==> src/rtl/pmp_pkg.sv <==
// Shared definitions for the sequential PMP checker.
// Holds the cfg A-field encodings, access-type codes, route-vector bit positions,
// cfg-byte bit positions, the checker FSM state type and a route-vector helper.
// The optional NAPOT decode is controlled by the PMP_NAPOT_EN macro. It is used in
// pmp_entry_match.sv and does not affect this package.
package pmp_pkg;

    // cfg A field encodings
    localparam logic [1:0] A_OFF   = 2'd0;
    localparam logic [1:0] A_TOR   = 2'd1;
    localparam logic [1:0] A_NA4   = 2'd2;
    localparam logic [1:0] A_NAPOT = 2'd3;

    // Access type codes
    localparam logic [1:0] ACC_R    = 2'd0;
    localparam logic [1:0] ACC_W    = 2'd1;
    localparam logic [1:0] ACC_X    = 2'd2;
    localparam logic [1:0] ACC_RSVD = 2'd3;

    // Route vector bit positions
    localparam int unsigned ROUTE_GRANT = 0;
    localparam int unsigned ROUTE_FAULT = 1;

    // cfg byte layout: {L, 00, A[1:0], X, W, R}
    localparam int unsigned CFG_L    = 7;
    localparam int unsigned CFG_A_HI = 4;
    localparam int unsigned CFG_A_LO = 3;
    localparam int unsigned CFG_X    = 2;
    localparam int unsigned CFG_W    = 1;
    localparam int unsigned CFG_R    = 0;

    typedef enum logic [1:0] {
        StIdle,
        StScan,
        StResp
    } state_e;

    // One-hot route vector for a grant/fault decision
    function automatic logic [1:0] route_vec(input logic grant);
        logic [1:0] v;
        v = '0;
        if (grant) v[ROUTE_GRANT] = 1'b1;
        else       v[ROUTE_FAULT] = 1'b1;
        return v;
    endfunction

endpackage

==> src/rtl/pmp_entry_match.sv <==
// Combinational address match and permission check for a single PMP entry.
// Ports:
//   cfg       - entry cfg byte {L,00,A,X,W,R}
//   addr      - entry pmpaddr (paddr[PA_W-1:2] granularity)
//   prev_addr - pmpaddr of the entry below (0 for entry 0), TOR lower bound
//   paddr     - access physical address
//   acc       - access type (R/W/X/reserved)
//   priv_m    - access is M-mode
//   match     - address falls in this entry's region
//   allow     - access is permitted if this entry is the first match
// Macro PMP_NAPOT_EN: when defined A=NAPOT is decoded, otherwise it never matches.
module pmp_entry_match
    import pmp_pkg::*;
#(
    parameter int unsigned PA_W = 34
) (
    input  logic [7:0]      cfg,
    input  logic [PA_W-3:0] addr,
    input  logic [PA_W-3:0] prev_addr,
    input  logic [PA_W-1:0] paddr,
    input  logic [1:0]      acc,
    input  logic            priv_m,
    output logic            match,
    output logic            allow
);

    logic [PA_W-3:0] word;
    logic            unused_paddr_lo;
    logic            perm;

    assign word            = paddr[PA_W-1:2];
    assign unused_paddr_lo = ^paddr[1:0];

`ifdef PMP_NAPOT_EN
    // addr ^ (addr + 1) sets bits [t:0] where t is the trailing-ones count;
    // those bits are don't-care in the comparison. All-ones addr masks everything.
    logic [PA_W-3:0] napot_ign;
    logic            napot_hit;
    assign napot_ign = addr ^ (addr + {{(PA_W-3){1'b0}}, 1'b1});
    assign napot_hit = ((word ^ addr) & ~napot_ign) == '0;
`endif

    always_comb begin
        match = 1'b0;
        unique case (cfg[CFG_A_HI:CFG_A_LO])
            A_OFF:   match = 1'b0;
            // An empty range (prev_addr >= addr) cannot satisfy both bounds
            A_TOR:   match = (word >= prev_addr) && (word < addr);
            A_NA4:   match = (word == addr);
`ifdef PMP_NAPOT_EN
            A_NAPOT: match = napot_hit;
`else
            A_NAPOT: match = 1'b0;
`endif
            default: match = 1'b0;
        endcase
    end

    always_comb begin
        perm = 1'b0;
        unique case (acc)
            ACC_R:   perm = cfg[CFG_R];
            ACC_W:   perm = cfg[CFG_W];
            ACC_X:   perm = cfg[CFG_X];
            default: perm = 1'b0;
        endcase
    end

    // Unlocked entries do not constrain M-mode; reserved access never passes
    assign allow = (acc != ACC_RSVD) && ((priv_m && !cfg[CFG_L]) || perm);

endmodule

==> src/rtl/pmp_check_seq.sv <==
// Sequential PMP checker: accepts one access at a time, scans the PMP entries one
// per cycle (first match wins) and returns a registered one-hot route {fault, grant}.
// Ports:
//   clk, rst                 - clock, asynchronous active-high reset
//   i_req_valid/o_req_ready  - request handshake (ready only in idle)
//   i_paddr, i_acc, i_priv_m - access address, type, M-mode flag
//   o_res_valid/i_res_ready  - result handshake
//   o_route_2                - one-hot route [0] grant, [1] fault (00 when not valid)
//   o_hit_idx                - matching entry index, 0 when nothing matched
//   i_cfg_we, i_addr_we      - cfg byte / pmpaddr write strobes
//   i_wr_idx, i_wr_data      - write target entry and data
//   o_cfg_busy               - high outside idle; writes are dropped while high
// Macro PMP_NAPOT_EN: enables NAPOT decode in pmp_entry_match.
module pmp_check_seq
    import pmp_pkg::*;
#(
    parameter int unsigned PA_W  = 34,
    parameter int unsigned N_ENT = 8,
    parameter int unsigned IDX_W = $clog2(N_ENT)
) (
    input  logic             clk,
    input  logic             rst,
    input  logic             i_req_valid,
    output logic             o_req_ready,
    input  logic [PA_W-1:0]  i_paddr,
    input  logic [1:0]       i_acc,
    input  logic             i_priv_m,
    output logic             o_res_valid,
    input  logic             i_res_ready,
    output logic [1:0]       o_route_2,
    output logic [IDX_W-1:0] o_hit_idx,
    input  logic             i_cfg_we,
    input  logic             i_addr_we,
    input  logic [IDX_W-1:0] i_wr_idx,
    input  logic [PA_W-3:0]  i_wr_data,
    output logic             o_cfg_busy
);

    localparam logic [IDX_W-1:0] LAST_IDX = IDX_W'(N_ENT - 1);

    state_e           state_q, state_d;
    logic [7:0]       cfg_q  [N_ENT];
    logic [PA_W-3:0]  addr_q [N_ENT];
    logic [PA_W-1:0]  paddr_q;
    logic [1:0]       acc_q;
    logic             priv_q;
    logic [IDX_W-1:0] idx_q, idx_d;
    logic [IDX_W-1:0] hit_q, hit_d;
    logic [1:0]       route_q, route_d;
    logic             accept;

    logic             idle;
    logic [IDX_W-1:0] above_idx;
    logic             above_tor_locked;
    logic             cfg_wr_en;
    logic             addr_wr_en;

    assign idle      = (state_q == StIdle);
    assign above_idx = i_wr_idx + 1'b1;

    // A locked TOR entry also freezes the pmpaddr below it (its lower bound)
    always_comb begin
        above_tor_locked = 1'b0;
        if (i_wr_idx != LAST_IDX) begin
            above_tor_locked = cfg_q[above_idx][CFG_L] &&
                               (cfg_q[above_idx][CFG_A_HI:CFG_A_LO] == A_TOR);
        end
    end

    assign cfg_wr_en  = i_cfg_we && idle && !cfg_q[i_wr_idx][CFG_L];
    assign addr_wr_en = i_addr_we && idle && !cfg_q[i_wr_idx][CFG_L] && !above_tor_locked;

    always_ff @(posedge clk or posedge rst) begin
        if (rst) begin
            for (int i = 0; i < int'(N_ENT); i++) begin
                cfg_q[i]  <= '0;
                addr_q[i] <= '0;
            end
        end else begin
            if (cfg_wr_en)  cfg_q[i_wr_idx]  <= i_wr_data[7:0];
            if (addr_wr_en) addr_q[i_wr_idx] <= i_wr_data;
        end
    end

    // Entry under evaluation this cycle
    logic [7:0]      cur_cfg;
    logic [PA_W-3:0] cur_addr;
    logic [PA_W-3:0] prev_addr;
    logic            ent_match;
    logic            ent_allow;

    assign cur_cfg   = cfg_q[idx_q];
    assign cur_addr  = addr_q[idx_q];
    assign prev_addr = (idx_q == '0) ? '0 : addr_q[idx_q - 1'b1];

    pmp_entry_match #(
        .PA_W (PA_W)
    ) u_entry_match (
        .cfg       (cur_cfg),
        .addr      (cur_addr),
        .prev_addr (prev_addr),
        .paddr     (paddr_q),
        .acc       (acc_q),
        .priv_m    (priv_q),
        .match     (ent_match),
        .allow     (ent_allow)
    );

    always_comb begin
        state_d = state_q;
        idx_d   = idx_q;
        hit_d   = hit_q;
        route_d = route_q;
        accept  = 1'b0;
        unique case (state_q)
            StIdle: begin
                if (i_req_valid) begin
                    accept  = 1'b1;
                    idx_d   = '0;
                    state_d = StScan;
                end
            end
            StScan: begin
                if (ent_match) begin
                    route_d = route_vec(ent_allow);
                    hit_d   = idx_q;
                    state_d = StResp;
                end else if (idx_q == LAST_IDX) begin
                    // No entry matched: only M-mode passes; reserved access still faults
                    route_d = route_vec(priv_q && (acc_q != ACC_RSVD));
                    hit_d   = '0;
                    state_d = StResp;
                end else begin
                    idx_d = idx_q + 1'b1;
                end
            end
            StResp: begin
                if (i_res_ready) begin
                    route_d = '0;
                    hit_d   = '0;
                    state_d = StIdle;
                end
            end
            default: begin
                route_d = '0;
                hit_d   = '0;
                state_d = StIdle;
            end
        endcase
    end

    always_ff @(posedge clk or posedge rst) begin
        if (rst) begin
            state_q <= StIdle;
            idx_q   <= '0;
            hit_q   <= '0;
            route_q <= '0;
            paddr_q <= '0;
            acc_q   <= '0;
            priv_q  <= 1'b0;
        end else begin
            state_q <= state_d;
            idx_q   <= idx_d;
            hit_q   <= hit_d;
            route_q <= route_d;
            if (accept) begin
                paddr_q <= i_paddr;
                acc_q   <= i_acc;
                priv_q  <= i_priv_m;
            end
        end
    end

    assign o_req_ready = idle;
    assign o_cfg_busy  = !idle;
    assign o_res_valid = (state_q == StResp);
    assign o_route_2   = route_q;
    assign o_hit_idx   = hit_q;

endmodule

==> config.mk <==
export PLATFORM = sky130hd
export DESIGN_NAME = pmp_check_seq
export DESIGN_NICKNAME = d
export VERILOG_FILES = /design/src/rtl/pmp_pkg.sv /design/src/rtl/pmp_entry_match.sv /design/src/rtl/pmp_check_seq.sv
export SDC_FILE = /design/constraint.sdc
export NUM_CORES = 1
export LEC_CHECK = 0
export BUFFER_PORTS_ARGS = -buffer_cell sky130_fd_sc_hd__buf_2
export CORE_MARGIN = 4
export CORE_UTILIZATION = 55
export DETAILED_ROUTE_END_ITERATION = 10
export GPL_ROUTABILITY_DRIVEN = 0
export PLACE_DENSITY = 0.72
export SETUP_SLACK_MARGIN = 0.05
export SLEW_MARGIN = 20
export SYNTH_ARGS = -nofsm -noshare
export SYNTH_HDL_FRONTEND = slang
export SYNTH_SLANG_ARGS = --single-unit
==> constraint.sdc <==
create_clock -name clk -period 18.3 [get_ports clk]
set_clock_uncertainty 0.2 [all_clocks]
set_input_delay 3.66 -clock clk [delete_from_list [all_inputs] [get_ports clk]]
set_output_delay 3.66 -clock clk [all_outputs]
set_load 0.1 [all_outputs]
## Word level (Yosys, flattened, before mapping)

Cells that the tools add are included.
Widths: inputs -> output; s select.

- Add/subtract/negate cells: 3
- Order comparisons: 7
- Eq/ne operators: 17
- Muxes and demuxes: 47
- Bitwise operators: 5
- Reductions and logical operators: 25

Operator list:

| cell | count |
|---|---|
| $bwmux 256 | 1 |
| $bmux 32 s3 | 2 |
| $mux 32 | 6 |
| $demux 32 s3 | 1 |
| $bmux 8 s3 | 3 |
| $bwmux 64 | 1 |
| $mux 8 | 7 |
| $eq 32x32->1 | 1 |
| $ge 32x32->1 | 1 |
| $lt 32x32->1 | 1 |
| $demux 8 s3 | 1 |
| $mux 3 | 6 |
| $ge 4x4->1 const B | 4 |
| $not 3->4 | 4 |
| $mux 2 | 6 |
| $pmux 2 s3 | 2 |
| $logic_and 1x1->1 | 11 |
| $pmux 3 s3 | 1 |
| $eq 2x1->1 const B | 4 |
| $eq 2x2->1 const B | 4 |
| $ne 2x2->1 const B | 4 |
| $mux 1 | 7 |
| $add 3x1->3 const B | 2 |
| $logic_not 2->1 | 3 |
| other kinds (15) | 21 |

- Flip-flop bits (word level): 367
- Bits of input ports: 78
- Output and inout bits: 8
- Logic and storage cells: 127

## Longest topological paths before layout

Gate-level depths: netlist (run 1).

- Depth in word-level cells: 11
- Gate-level depth with buffers: 20
- Depth with buffers taken out: 14

## Cells and area by module

From an unflattened synthesis (run 1), not the netlist that was laid out.

- Cell total of the unflattened synthesis: 1509
- Area, all modules: 19992.9 sq um

By module, submodules not included:

| module | instances | cells an instance | area an instance (sq um) | seq. area each (sq um) |
|---|---|---|---|---|
| pmp_check_seq | 1 | 1276 | 18362.6 | 9183.8 |
| pmp_entry_match | 1 | 233 | 1630.3 | 0.0 |

## Least setup slack after synthesis (run 1)

No wires, ideal clock.

- Path kind: register -> output
- From: reg state_q[0]
- To: out o_cfg_busy
- Data arrival time: 2.681 ns
- Required time: 14.440 ns
- Slack: 11.759 ns
- Stages on the path, launching flop included: 3
- Path buffers: 0
- Path through: dfrtp_1 -> nor2_1 -> inv_1

- Cells in the longest elaborated chain, start to end: 2

Ends and longest elaborated chain:

| item | line | source |
|---|---|---|
| from (decl) | pmp_check_seq.sv:41 | `state_e state_q, state_d;` |
| from (signal assigned) | pmp_check_seq.sv:154 | `state_q <= StIdle;` |
| from (signal assigned) | pmp_check_seq.sv:162 | `state_q <= state_d;` |
| $logic_not 2->1 | pmp_check_seq.sv:58 | `assign idle = (state_q == StIdle);` |
| via o_req_ready | pmp_check_seq.sv:24 | `output logic o_req_ready,` |
| $logic_not 1->1 | pmp_check_seq.sv:175 | `assign o_cfg_busy = !idle;` |
| to (decl) | pmp_check_seq.sv:36 | `output logic o_cfg_busy` |

The timed path passes the listed nets, and every way through them passes these cells.

## Final worst setup path (run 1)

- From: in i_wr_idx[0]
- To: reg addr_q[154] in the netlist's numbering

- Cells in the longest elaborated chain, start to end: 10
- Elaborated cells on any way between the ends: 23
- Those cells by class: add/sub (1); order compare (2); eq/ne (2); mux (10); bitwise (2); reduce/logical (6)

Ends and longest elaborated chain:

| item | line | source |
|---|---|---|
| from (decl) | pmp_check_seq.sv:34 | `input logic [IDX_W-1:0] i_wr_idx,` |
| $add 3x1->3 | pmp_check_seq.sv:59 | `assign above_idx = i_wr_idx + 1'b1;` |
| $not 3->4 (not written as such) | pmp_check_seq.sv:65, pmp_check_seq.sv:66 |  |
| $bmux 8 s3 | pmp_check_seq.sv:65, pmp_check_seq.sv:66 |  |
| $mux 8 (not written as such) (2 in series) | pmp_check_seq.sv:66 | `(cfg_q[above_idx][CFG_A_HI:CFG_A_LO] == A_TOR);` |
| $eq 2x1->1 | pmp_check_seq.sv:66 |  |
| $logic_and 1x1->1 | pmp_check_seq.sv:65 | `above_tor_locked = cfg_q[above_idx][CFG_L] &&` |
| $mux 1 | pmp_check_seq.sv:64 | `if (i_wr_idx != LAST_IDX) begin` |
| $logic_not 1->1 | pmp_check_seq.sv:71 | `assign addr_wr_en = i_addr_we && idle && !cfg_q[i_wr_idx][CFG_L] && !above_tor_locked;` |
| $logic_and 1x1->1 | pmp_check_seq.sv:71 |  |
| to (signal, indexed assignment) | pmp_check_seq.sv:81 | `if (addr_wr_en) addr_q[i_wr_idx] <= i_wr_data;` |
| to (decl) | pmp_check_seq.sv:43 | `logic [PA_W-3:0] addr_q [N_ENT];` |

Several ways; a longest one is shown, not always the timed one. The select of a mux whose other input is x is not followed.
A chain may end at the register's enable or synchronous reset.

==> results.md, run 1 <==
* Wire per inst at roughly 24 um
* Final ANT Viol Nets at 0
* Crit path from: i_wr_idx[0]
* Most frequent CP cell: ha_1
* Number of DRC markers in iteration 0 at approximately 600
* CTS buffer count at 39
* Die height at 193 um
* Sequential element share of the synthesized area at a little under half
* Initial antenna violation count at 2
* Hpwl dp at approximately 27000 um
* Rows at 67
* Largest net degree at the start of global routing at 131
* Number of enable flip-flop cells after synthesis at 0
* H-tree depth at 2
* Async SR Flop Fraction at between 90% and 100%
* Drt first pass iters at 5
* Post-synthesis cell count at 1277
* Fin. max-slew vios at 0
* Post-route insts no fill at between 1500 and 2000
* Worst-path cell chain: buf_2 > ha_1 > ha_1 > nand4b_1 > o21ai_0 > mux4_2 > nand2b_1 > and3_1 > nor2b_1 > nor2b_4 > buf_4 > mux2_1
* Rel. slew slack at a little over a quarter
* HP Start: cfg_q[41]
* Remaining DRCs at 0
* Final setup viols at 0
* Core ar. at 0.0337 mm2
* Fraction of layout cells with a size suffix above 1 at between 20% and 30%
* Total track usage at a little under a quarter
* Min Clock Period, post-route at ~7000 ps
* Vias in the first global route at 12200
* Fin util at 62.3%
* Number of synthesis warnings at 0
* PortBufs at 83
* # clock sinks at ~350
* R2R cell count at 13
* Critical Path Fanout Max at 21
* CP Class: input port to flip-flop
* Cts hold-fix bufs at 0
* Fillcell total at roughly 2600
* Worst path depth at 12
* Hold Vio Cnt, Final at 0
* MaxCap Viol Count at 0
* PostCTS Resize Cnt at 0
* Global route overflow at 0
* WHS Endpoint: cfg_q[41]
* First-pass GRT wire length at 70500 um
* Synth Flop Type: dfrtp_1
* Post-synth top area share at 46.2%
* Critical path arrival at 7130 ps
* Synth area leaders: dfrtp_1 (46%), mux2_1 (17%), mux4_2 (17%)
* Actual slew at the worst max-slew pin at roughly 1100 ps
* Post-CTS setup buffers at 0
* Slowest cell delay on critical path at roughly 580 ps
* Ratio of total power to cell area at just over 200 mW/mm2
* Slowest CP cell: nor2b_4
* Total Power at 4.30 mW
* Setup tns final at 0 ps
* CTS root buffer: clkbuf_16
* Number of top-level pins at between 80 and 90
* Yosys reg bits at roughly 350
* Initial Utilization at 56.1%
* FMAX at around 0.14 GHz
* Die area at approximately 0.037 mm2
* Average instance area after synthesis at roughly 15 um2
* CP top delay family: simple AND/OR/NAND/NOR gates
* Reg2Reg Setup Slack at between 10000 and 15000 ps
* Die Wd at between 150 and 200 um
* Crit end category: flip-flop
* Via Count at between 10000 and 15000
* Setup crit start kind: input port
* Largest area contributor in the netlist: dfrtp_1
* Nets at 1484
* RR Endpoint: idx_q[2]
* Clk slew on worst S/H paths at around 60 ps
* R2r startpoint: idx_q[0]
* Vias per cell at 6.30
* Hold Path Stages at 1
* Critical path data required time at 18510 ps
* Outcome: completed
* Static leakage at between 9 and 10 nW
* Clock latency on the worst-skew pair at about 540 ps
* IR drop worst, VDD at ~0.15 mV
* Syn-to-layout area delta at 11.1%
* Hold Crit Class: flip-flop to flip-flop
* Syn Nets at between 1000 and 1500
* Mapped Area at 0.0189 mm2
* Period utilization at 37.8%
* Worst path bufs/invs at 2
* Max clock buf depth at 3
* RSZ-0062 raised after global routing: no
* CTS tree: done
* Post-synth cell types at 49
* Post-Route WL at 43200 um
* Placed cell count at around 1700
==> cells in the mapped netlist (all sizes together), types with 3 or more instances <==
cell type and n:
nand3b 5, a21o 5, and2 5, mux2 365
mux4 142, o21ai 15, nand3 9, nand4b 5
nor2b 11, dfrtp 349, ha 70, nand2 63
o21bai 7, inv 8, nor2 17, mux2i 36
a22o 3, buf 41, nand4 11, a21oi 29
o21a 3, nand2b 5, nor3 5, clkbuf 42
==> area by class of cell <==
| cell class | count | area [um2] | area share [%] |
|---|---|---|---|
| Clock buffer | 61 | 1190 | 5.67 |
| Antenna cell | 1 | 2.50 | 0.0119 |
| Tap cell | 448 | 561 | 2.67 |
| Inverter | 8 | 37.5 | 0.179 |
| Multi-Input combinational cell | 837 | 9860 | 46.9 |
| Sequential cell | 349 | 8740 | 41.6 |
| Timing Repair Buffer | 101 | 551 | 2.62 |
| Clock inverter | 7 | 60.1 | 0.286 |
==> metal layers <==
layer	track usage (%)	vias up	part of all wire, %
met3	3.93	70	4.1
li1	-	5036	-
met1	32.7	6077	44
met2	39.3	223	49
met5	0	-	0.062
met4	5.74	4	2.1
==> placed cells by master (no fill, tap or decap), types with 3 or more instances in the layout <==
master	netlist	routed
a21o_1	5	5
a21oi_1	29	29
a22o_1	3	3
and2_2	0	3
buf_2	12	83
buf_4	0	18
clkbuf_1	42	11
clkbuf_16	0	41
clkbuf_8	0	9
clkinv_2	0	6
dfrtp_1	349	346
ha_1	70	69
inv_1	7	6
mux2_1	292	292
mux2_2	73	73
mux2i_1	36	36
mux4_2	142	142
nand2_1	63	59
nand2_2	0	4
nand2b_1	5	5
nand3_1	9	8
nand3b_1	5	5
nand4_1	11	11
nand4b_1	5	5
nor2_1	17	17
nor2b_1	11	10
nor3_1	5	5
o21a_1	3	3
o21ai_0	12	12
o21bai_1	7	7
==> worst max path at each step <==
stage             endpoint
6_report       addr_q[154]
4_1_cts        addr_q[150]
5_1_grt        addr_q[146]
3_5_place_dp   addr_q[131]
3_3_place_gp   addr_q[146]
2_1_floorplan     acc_q[0]
==> stage by stage <==
step / cell area, um2 / hold slack [ps] / setup slack, ps
after floorplan: 18900 / 259 / 4760
after global placement: 19700 / 269 / 10890
after detailed placement: 19700 / 280 / 10850
after CTS: 21000 / 294 / 11390
after global routing: 21000 / 307 / 11220
final: 21000 / 289 / 11380
==> cell families after synthesis <==
group / after synthesis / synth area share (%)
AOI/OAI and AO/OA: 80 / 2.86
xor gates and xnor gates: 1 / 0.0464
adders and majority gates: 70 / 4.63
buffers and inverters: 91 / 1.93
DFF: 349 / 46.2
muxes: 543 / 40.6
and+or+nand+nor: 143 / 3.74
==> flip-flops by register name, indices dropped and copies added, names as in the netlist <==
register / flops
idx_q: 3
o_route_2: 2
priv_q: 1
state_q: 2
paddr_q: 32
addr_q: 256
o_hit_idx: 3
acc_q: 2
cfg_q: 48
==> power by group <==
group          switching (mW)  internal [mW]  leakage [nW]
clock                   0.309          0.459         0.621
combinational           0.911           1.13          4.35
sequential              0.342           1.15          4.44
total                    1.56           2.74          9.40
No activity file was read; power rests on OpenSTA's default activity.
==> run 2, diff against run 1 <==
Settings changed: ABC_AREA set to 1.
Clock period 18.3 ns to 7 ns, I/O delays scaled along.
==> results.md, run 2 <==
* Outcome: completed
* Largest area contributor in the netlist: dfrtp_1
* WHS Endpoint: addr_q[203]
* Final setup viols at 0
* MaxCap Viol Count at 0
* Power share of the sequential group at between 30% and 40%
* Reg2Reg Setup Slack at ~1600 ps
* CTS tree: done
* Most frequent cells in the layout: nand2_1 (819), o21ai_0 (355), dfrtp_1 (346)
* Layer with the highest usage: met2
* Rel. slew slack at between 20 and 30%
* Fillcell total at approximately 3300
* First-pass GRT wire length at around 110000 um
* Final ANT Viol Nets at 0
* Number of DRC markers in iteration 0 at approximately 2400
* Hold Path Stages at 2
* Post-route insts no fill at between 3000 and 4000
* Post-CTS setup buffers at 0
* R2r startpoint: idx_q[1]
* Initial antenna violation count at 12
* Setup tns final at 0 ps
* Die Wd at around 200 um
* Met2 Use GR at 47.9%
* H-tree depth at 2
* Biggest regs: addr_q x256, cfg_q x48, paddr_q x32
* # clock sinks at between 300 and 400
* HP Start: addr_q[203]
* Remaining DRCs at 0
* Post-synth top area share at 42.1%
* Setup crit start kind: flip-flop
* Crit end category: flip-flop
* Total track usage at around 33%
* CTS root buffer: clkbuf_16
* Post-route setup slack at ~1600 ps
* Fin. max-slew vios at 0
* Hold Crit Class: flip-flop to flip-flop
* Ratio of total power to cell area at approximately 500 mW/mm2
* Die area at ~0.041 mm2
* Worst-path cell chain: inv_1 > ha_2 > buf_4 > o21ai_0 > o21ai_0 > o211ai_1 > ha_1 > nand2_1 > nor2_1 > nand4_1 > nor2_1 > nor2_1 > nand2_1 > nand2_1 > nand2_1 > nand2_1 > nand3_1 > nand3_1 > nand2_1 > nand2_1
* Vias per cell at roughly 6.3
* Hold Vio Cnt, Final at 0
* Min Clock Period, post-route at between 5000 and 6000 ps
* Number of enable flip-flop cells after synthesis at 0
* Number of top-level pins at 86
* Die height at ~200 um
* Clock group share of total power at a little under a fifth
* Largest register FFs at 256
* FMAX at about 0.19 GHz
* Async SR Flop Fraction at 100%
* Slowest cell delay on critical path at 770 ps
* Combinational power share at a little under 50%
* Post-synth cell types at 30
* Met1 GRT Util at about 47%
* Post-synthesis cell count at between 2000 and 3000
* Clk slew on worst S/H paths at approximately 60 ps
* Average instance area after synthesis at roughly 7.3 um2
* Slowest CP cell: dfrtp_4
* Internal power at ~6.0 mW
* Hpwl dp at 39900 um
* Number of synthesis warnings at 0
* Mapped Area at 0.0207 mm2
* Sw Pwr at between 5 and 6 mW
* Sequential element share of the synthesized area at between 40% and 50%
* Actual slew at the worst max-slew pin at approximately 1100 ps
* Cts hold-fix bufs at 0
* Critical path arrival at about 5600 ps
* Largest net degree at the start of global routing at ~180
* Initial Utilization at between 50% and 60%
* PostCTS Resize Cnt at 0
* Static leakage at approximately 11 nW
* Syn Nets at around 3000
* Place WS at approximately 1900 ps
* Most frequent cells after synthesis: nand2_1 (820), o21ai_0 (355), dfrtp_1 (349), nand4_1 (264), a21oi_1 (194)
* RR Endpoint: o_route_2[0]
* Most frequent cell after synthesis: nand2_1
* Via Count at ~21000
* Yosys reg bits at ~350
* Most frequent CP cell: nand2_1
* Critical Path Fanout Max at 64
* Sw frac at 46.7%
* Synth Flop Type: dfrtp_1
* Routing usage on met3 at a little under a tenth
* R2R cell count at 20
* Vias in the first global route at roughly 19000
* Placed cell count at around 3200
* Top reg by flops: addr_q
* Syn-to-layout area delta at 8.27%
* Rows at 70
* Core ar. at 0.0369 mm2
* Nets at approximately 2900
* Max clock buf depth at 3
* Critical path data required time at around 7200 ps
* Period utilization at 76.5%
* Total Power at approximately 11 mW
* Synth area leaders: dfrtp_1 (42%), nand2_1 (15%), o21ai_0 (8.6%)
* RSZ-0062 raised after global routing: no
* Clock latency on the worst-skew pair at 560 ps
* Post-Route WL at roughly 69000 um
* Drt first pass iters at 6
* CTS buffer count at 39
* Global route overflow at 0
* PortBufs at 83
* CP Class: flip-flop to flip-flop
* Fraction of layout cells with a size suffix above 1 at roughly 7.5%
* Hold_ws at 272 ps
* Commonest non-fill, non-tap cell in the layout: nand2_1
* Wire per inst at 21.1 um
* IR drop worst, VDD at roughly 0.58 mV
run 2: changes by cell type in the layout (fill, tap and decap cells not counted), moves of 141 or more:
cell / previous run / this run
nand2_1: 59 / 819
o21ai_0: 12 / 355
mux2_1: 292 / 0
nand4_1: 11 / 264
a21oi_1: 29 / 194
mux4_2: 142 / 0
inv_1: 6 / 147
run 2: power by group through the flow:
stage          Clock [mW]  Combinational (mW)  Sequential (mW)
2_1_floorplan           0                4.00             3.43
3_3_place_gp            0                5.05             3.65
3_5_place_dp            0                5.27             3.68
4_1_cts              2.14                5.29             3.66
5_1_grt              2.22                6.07             3.80
6_report             2.11                5.39             3.69
run 2: through the flow:
step                      instance area, um2  util [%]
after floorplan                        20700         -
after global routing                   22400      60.8
after detailed placement               21100      57.3
after global placement                 21100      57.3
after CTS                              22400      60.8
final                                  22400      60.8
run 2: worst max-delay path by stage:
| stage | from | to | slack (ps) | cells after the start |
|---|---|---|---|---|
| 2_1_floorplan | rst | acc_q[0] | 730 | 1 |
| 3_3_place_gp | i_wr_idx[0] | addr_q[14] | 2040 | 12 |
| 3_5_place_dp | idx_q[1] | o_route_2[0] | 1850 | 20 |
| 4_1_cts | idx_q[1] | o_route_2[0] | 1840 | 20 |
| 5_1_grt | idx_q[1] | o_route_2[0] | 1360 | 20 |
| 6_report | idx_q[1] | o_route_2[0] | 1650 | 20 |
run 2: kinds of logic (layout without fill, tap and decap cells):
family	count (synthesis)	count (layout)	synth area share, %
buffers and inverters	422	352	8.22
AND/OR/NAND/NOR	1334	1334	28.3
XOR/XNOR	1	1	0.0423
flip-flops	349	349	42.1
other	0	1	0
adder cells (fa/ha/maj)	70	70	4.23
AO/OA/AOI/OAI	653	653	17.0
run 2: critical path: cells and delay by family (launching register included):
kind / cells / cell delay [ps]
simple gates: 13 / 1380
buf+inv: 2 / 1100
compound gates: 3 / 870
fa+ha+maj: 2 / 830
flops: 1 / 770
run 2: per-layer routing:
layer / wire (um) / part of all wire [%]
met1: 28500 / 41
met2: 29100 / 42
met4: 2440 / 3.5
met5: 74 / 0.11
met3: 8830 / 13
run 2: area by class of cell:
| class | count | area [um2] | share of cell area, % |
|---|---|---|---|
| inverter | 155 | 591 | 2.63 |
| tap | 504 | 631 | 2.81 |
| timing repair buffer | 126 | 805 | 3.59 |
| sequential | 349 | 8740 | 39.0 |
| antenna | 1 | 2.50 | 0.0112 |
| multi-input combinational | 2058 | 10400 | 46.1 |
| clock buffer | 63 | 1220 | 5.43 |
| clock inverter | 8 | 92.6 | 0.413 |
